## src/rtl/mult_pkg.sv

```systemverilog
// Shared encodings and widths for the digit-serial multiplier.
// Digits are 2 bits wide; each digit product is 4 bits.
package mult_pkg;

  typedef enum logic [1:0] {
    IDLE = 2'd0,
    RUN  = 2'd1,
    DONE = 2'd2
  } state_t;

  localparam int DIGIT_W = 2;
  localparam int PP_W    = 4;

endpackage

```

## src/rtl/pp_mul2x2.sv

```systemverilog
// Combinational 2-bit by 2-bit unsigned digit multiplier.
// p = x * y, at most 9, so it fits in 4 bits.
module pp_mul2x2
  import mult_pkg::*;
(
  input  logic [DIGIT_W-1:0] x,
  input  logic [DIGIT_W-1:0] y,
  output logic [PP_W-1:0]    p
);

  assign p = PP_W'(x) * PP_W'(y);

endmodule

```

## src/rtl/digit_serial_multiplier.sv

```systemverilog
// Unsigned W x W multiplier that sums one 2x2 digit product per cycle.
// Fixed latency of N*N+1 cycles from accepted start to done.
module digit_serial_multiplier
  import mult_pkg::*;
#(
  parameter int W = 8
) (
  input  logic           clk,
  input  logic           rst_n,
  input  logic           start,
  input  logic [W-1:0]   a,
  input  logic [W-1:0]   b,
  output logic           busy,
  output logic           done,
  output logic [2*W-1:0] product
);

  localparam int N  = W / 2;
  localparam int NN = N * N;
  localparam int CW = (NN > 1) ? $clog2(NN) : 1;

  localparam logic [CW-1:0] NL   = CW'(N);
  localparam logic [CW-1:0] LAST = CW'(NN - 1);

  state_t           state;
  logic [W-1:0]     a_q;
  logic [W-1:0]     b_q;
  logic [2*W-1:0]   acc;
  logic [CW-1:0]    k;

  logic [CW-1:0]      di;
  logic [CW-1:0]      dj;
  logic [DIGIT_W-1:0] ad;
  logic [DIGIT_W-1:0] bd;
  logic [PP_W-1:0]    pp;
  logic [2*W-1:0]     term;
  logic [2*W-1:0]     acc_nxt;

  // k walks a-digits in the outer loop, b-digits in the inner loop
  assign di = k / NL;
  assign dj = k % NL;

  assign ad = DIGIT_W'(a_q >> (DIGIT_W * int'(di)));
  assign bd = DIGIT_W'(b_q >> (DIGIT_W * int'(dj)));

  pp_mul2x2 u_pp (
    .x (ad),
    .y (bd),
    .p (pp)
  );

  assign term    = (2*W)'(pp) << (DIGIT_W * (int'(di) + int'(dj)));
  assign acc_nxt = acc + term;

  always_ff @(posedge clk or negedge rst_n) begin
    if (!rst_n) begin
      state   <= IDLE;
      busy    <= 1'b0;
      done    <= 1'b0;
      product <= '0;
      a_q     <= '0;
      b_q     <= '0;
      acc     <= '0;
      k       <= '0;
    end else begin
      // done trails the DONE state by one edge
      done <= (state == DONE);
      unique case (state)
        IDLE: begin
          if (start) begin
            a_q   <= a;
            b_q   <= b;
            acc   <= '0;
            k     <= '0;
            state <= RUN;
            busy  <= 1'b1;
          end
        end
        RUN: begin
          acc <= acc_nxt;
          if (k == LAST) begin
            product <= acc_nxt;
            state   <= DONE;
          end else begin
            k <= k + CW'(1);
          end
        end
        DONE: begin
          state <= IDLE;
          busy  <= 1'b0;
        end
        default: begin
          state <= IDLE;
          busy  <= 1'b0;
        end
      endcase
    end
  end

endmodule

```

## config.mk

```make
export PLATFORM = sky130hd
export DESIGN_NAME = digit_serial_multiplier
export DESIGN_NICKNAME = d
export VERILOG_FILES = /design/src/rtl/mult_pkg.sv /design/src/rtl/pp_mul2x2.sv /design/src/rtl/digit_serial_multiplier.sv
export SDC_FILE = /design/constraint.sdc
export NUM_CORES = 1
export LEC_CHECK = 0
export BUFFER_PORTS_ARGS = -buffer_cell sky130_fd_sc_hd__clkbuf_2
export CELL_PAD_IN_SITES_DETAIL_PLACEMENT = 0
export CELL_PAD_IN_SITES_GLOBAL_PLACEMENT = 1
export CORE_AREA = 2 2 97 123
export CTS_CLUSTER_DIAMETER = 80
export DETAILED_ROUTE_END_ITERATION = 6
export DIE_AREA = 0 0 99 125
export PLACE_DENSITY = 0.58
export SKIP_CTS_REPAIR_TIMING = 1
export SYNTH_ARGS = -nofsm -noshare
export SYNTH_HDL_FRONTEND = slang
export SYNTH_SLANG_ARGS = --single-unit
```

## constraint.sdc

```tcl
create_clock -name clk -period 5.86 [get_ports clk]
set_clock_uncertainty 0.05 [all_clocks]
set_input_delay 0.293 -clock clk [delete_from_list [all_inputs] [get_ports clk]]
set_output_delay 0.293 -clock clk [all_outputs]
set_load 0.01 [all_outputs]
```

==> results.tsv <==
metric	value	unit
synth_edf_count	0	
async_flop_share	100	%
synth_largest_area_cell	dfrtp_1	
finalSetupViolCount	0	
crit_arrival	4.09	ns
dp_slack	1.92	ns
ir_drop	176	uV
r2r_slack	1.93	ns
synth_compound_area_share	15.7	%
cts_buffer_depth	2	
postRouteAntennaNets	0	
rows	44	
finalHoldViolCount	0	
ios	37	
synth_top_family_by_area	simple AND/OR/NAND/NOR gates	
multi_input_area	0.00179	mm2
synth_nets	385	
slowest_stage	fa_1	
ys_top_cells_by_area	dfrtp_1 (43%), nand2_1 (11%), ha_1 (7.6%)	
worstPathMaxFanout	9	
dr.pass1.iters	4	
synth_area_per_cell	9.56	um2
crit_chain	ha_1, inv_1, fa_1, nand2_1, nor3_1, ha_1, inv_1, fa_1, nor2b_4, o31a_1, o21ai_2, a21oi_4, nand3_1, and3b_1, o31ai_2	
outcome	finished clean	
grt_max_degree	57	
wire_per_inst	14.8	um
antenna_found_initial	0	
syn_to_final_growth	14.8	%
synthesis.area	0.00329	mm2
grt_pass1_wl	13200	um
cts_tree	yes	
reg2reg_to	product[10]$_DFFE_PN0P_	
root_buffer	clkbuf_16	
antenna_cells	0	
fin_hold_ws	0.0847	ns
regArea	0.00140	mm2
dieArea	0.0124	mm2
finalCriticalPeriod	3.93	ns
routed_wl	7630	um
hpwlAfterDp	5670	um
synth_warnings	0	
vias	2491	
nFillCells	1168	
die_w	99	um
yosysSeqAreaShare	42.6	%
clk_latency	0.30	ns
worstPathRequired	6.02	ns
fmax	0.255	GHz
end_kind	register	
max_slew_margin	44.0	%
fin_setup_tns	0	ns
synth_xor_area_share	4.22	%
via_per_inst	4.84	
cellPowerDensity	513	mW/mm2
drv_cap	0	
synth_simple_gate_area_share	20.5	%
muxShareOfSynthArea	4.98	%
drive_above_1_share	20.2	%
timing.final.ws_setup	1.93	ns
drc	0	
dpl-instance-area	0.00359	mm2
cpPeakStageDelay	0.69	ns
hp-class	in -> async	
yosysUniqueCellTypes	57	
h-tree-depth	2	
core	0.0113	mm2
worstRegToRegCells	15	
rr_startpoint	k[0]$_DFFE_PN0P_	
start_util	29.1	%
synth_flop_cell	dfrtp_1	
synthCells	344	
cp-start-kind	register	
slew_violations	0	
synthAdderAreaFrac	8.82	%
clkSlewWorstSetupHoldPaths	0.08	ns
die_height	125	um
first_global_vias	2627	
final_net_count	417	
place.gp.congestion	0.852	
finalPower	0.00194	W
power_leakage	1.86	nW
finalCritPeriodShare	67.0	%
path_class	reg -> reg	
design_area	0.00378	mm2
yosysTopAreaCellShare	42.6	%
overflow	0	
drt_iter0_drc	134	
grt_setup_unrepaired	no	
cts_buffers	5	
grt_use_total	13.2	%
synth-seq-cells	56	
worst_pin_slew	0.839	ns
cts.sinks	56	
io_buffers	36	
cells by family (layout without fill, tap and decap cells):
kind of cell	after synthesis	in the layout
xor gates and xnor gates	15	15
adders and majority gates	22	22
buffers and inverters	23	56
and+or+nand+nor	150	150
AOI/OAI and AO/OA	68	68
DFF	56	56
muxes	10	10
flip-flops by register name, summed over array words and instances, names as in the netlist:
signal	flops
busy	1
acc	16
product	16
k	4
b_q	8
a_q	8
done	1
state	2
layout make-up:
type | count | share of cell area, %
clock buffer | 7 | 4.04
clock inverter | 1 | 0.795
inverter | 10 | 0.994
multi-input combinational | 265 | 47.3
sequential | 56 | 37.1
tap | 138 | 4.57
timing repair buffer | 38 | 5.17
routing by layer:
layer | global-route usage (%) | routed length [um] | part of all wire [%]
met1 | 16.4 | 3340 | 44
met2 | 23.1 | 3910 | 51
met3 | 2.57 | 241 | 3.2
met4 | 3.95 | 138 | 1.8
met5 | 0 | 0 | 0
per-stage QoR:
stage	utilization, %	instances
finish	33.5	515
global route	33.5	515
CTS	33.5	515
detailed placement	31.9	507
global placement	31.9	507
floorplan	-	344
worst max path at each step:
stage,startpoint,to,cells after the start
2_1_floorplan,k[0]$_DFFE_PN0P_,product[10]$_DFFE_PN0P_,16
3_3_place_gp,k[0]$_DFFE_PN0P_,product[12]$_DFFE_PN0P_,14
3_5_place_dp,k[0]$_DFFE_PN0P_,product[10]$_DFFE_PN0P_,15
4_1_cts,k[2]$_DFFE_PN0P_,product[10]$_DFFE_PN0P_,15
5_1_grt,k[0]$_DFFE_PN0P_,acc[15]$_DFFE_PN0P_,14
6_report,k[0]$_DFFE_PN0P_,product[10]$_DFFE_PN0P_,15
power by group:
part	leakage [nW]	switching (W)	internal, W
Clock	0.0901	0.000143	0.000226
Sequential	0.718	0.000104	0.000540
Combinational	1.05	0.000536	0.000391
cells in the mapped netlist (3+ instances only):
master / number
clkbuf_1: 8
inv_1: 9
mux4_2: 4
o21ai_0: 12
o31ai_2: 3
xnor2_1: 11
ha_1: 20
a22o_1: 11
nand2_1: 93
a21o_1: 5
and2_1: 5
nand3_1: 5
nor2_1: 18
xor2_1: 3
nor2b_1: 5
a21oi_1: 11
nand2b_1: 4
nor3_1: 7
mux2_2: 3
o21ai_1: 5
dfrtp_1: 56
critical path, delay by kind of cell, from the launching register on:
| kind | cells | cell delay, ns |
|---|---|---|
| AND/OR/NAND/NOR | 5 | 0.91 |
| flip-flops | 1 | 0.48 |
| buffers and inverters | 2 | 0.12 |
| AO/OA/AOI/OAI | 4 | 0.72 |
| adder cells (fa/ha/maj) | 4 | 1.56 |
cell usage in the layout (no fill, tap or decap), types with 3 or more instances in the layout:
cell type and n:
nand3_1 5, clkbuf_2 36, nand2b_1 4, clkbuf_16 5, mux4_2 4, dfrtp_1 56, ha_1 20, o31ai_2 3
o21ai_0 12, a21oi_1 11, mux2_2 3, a21o_1 5, nand2_1 93, and2_1 5, inv_1 9, xnor2_1 11
o21ai_1 5, nor2b_1 5, xor2_1 3, nor2_1 18, nor3_1 7, a22o_1 11
Power figures use the tool's default switching activity.
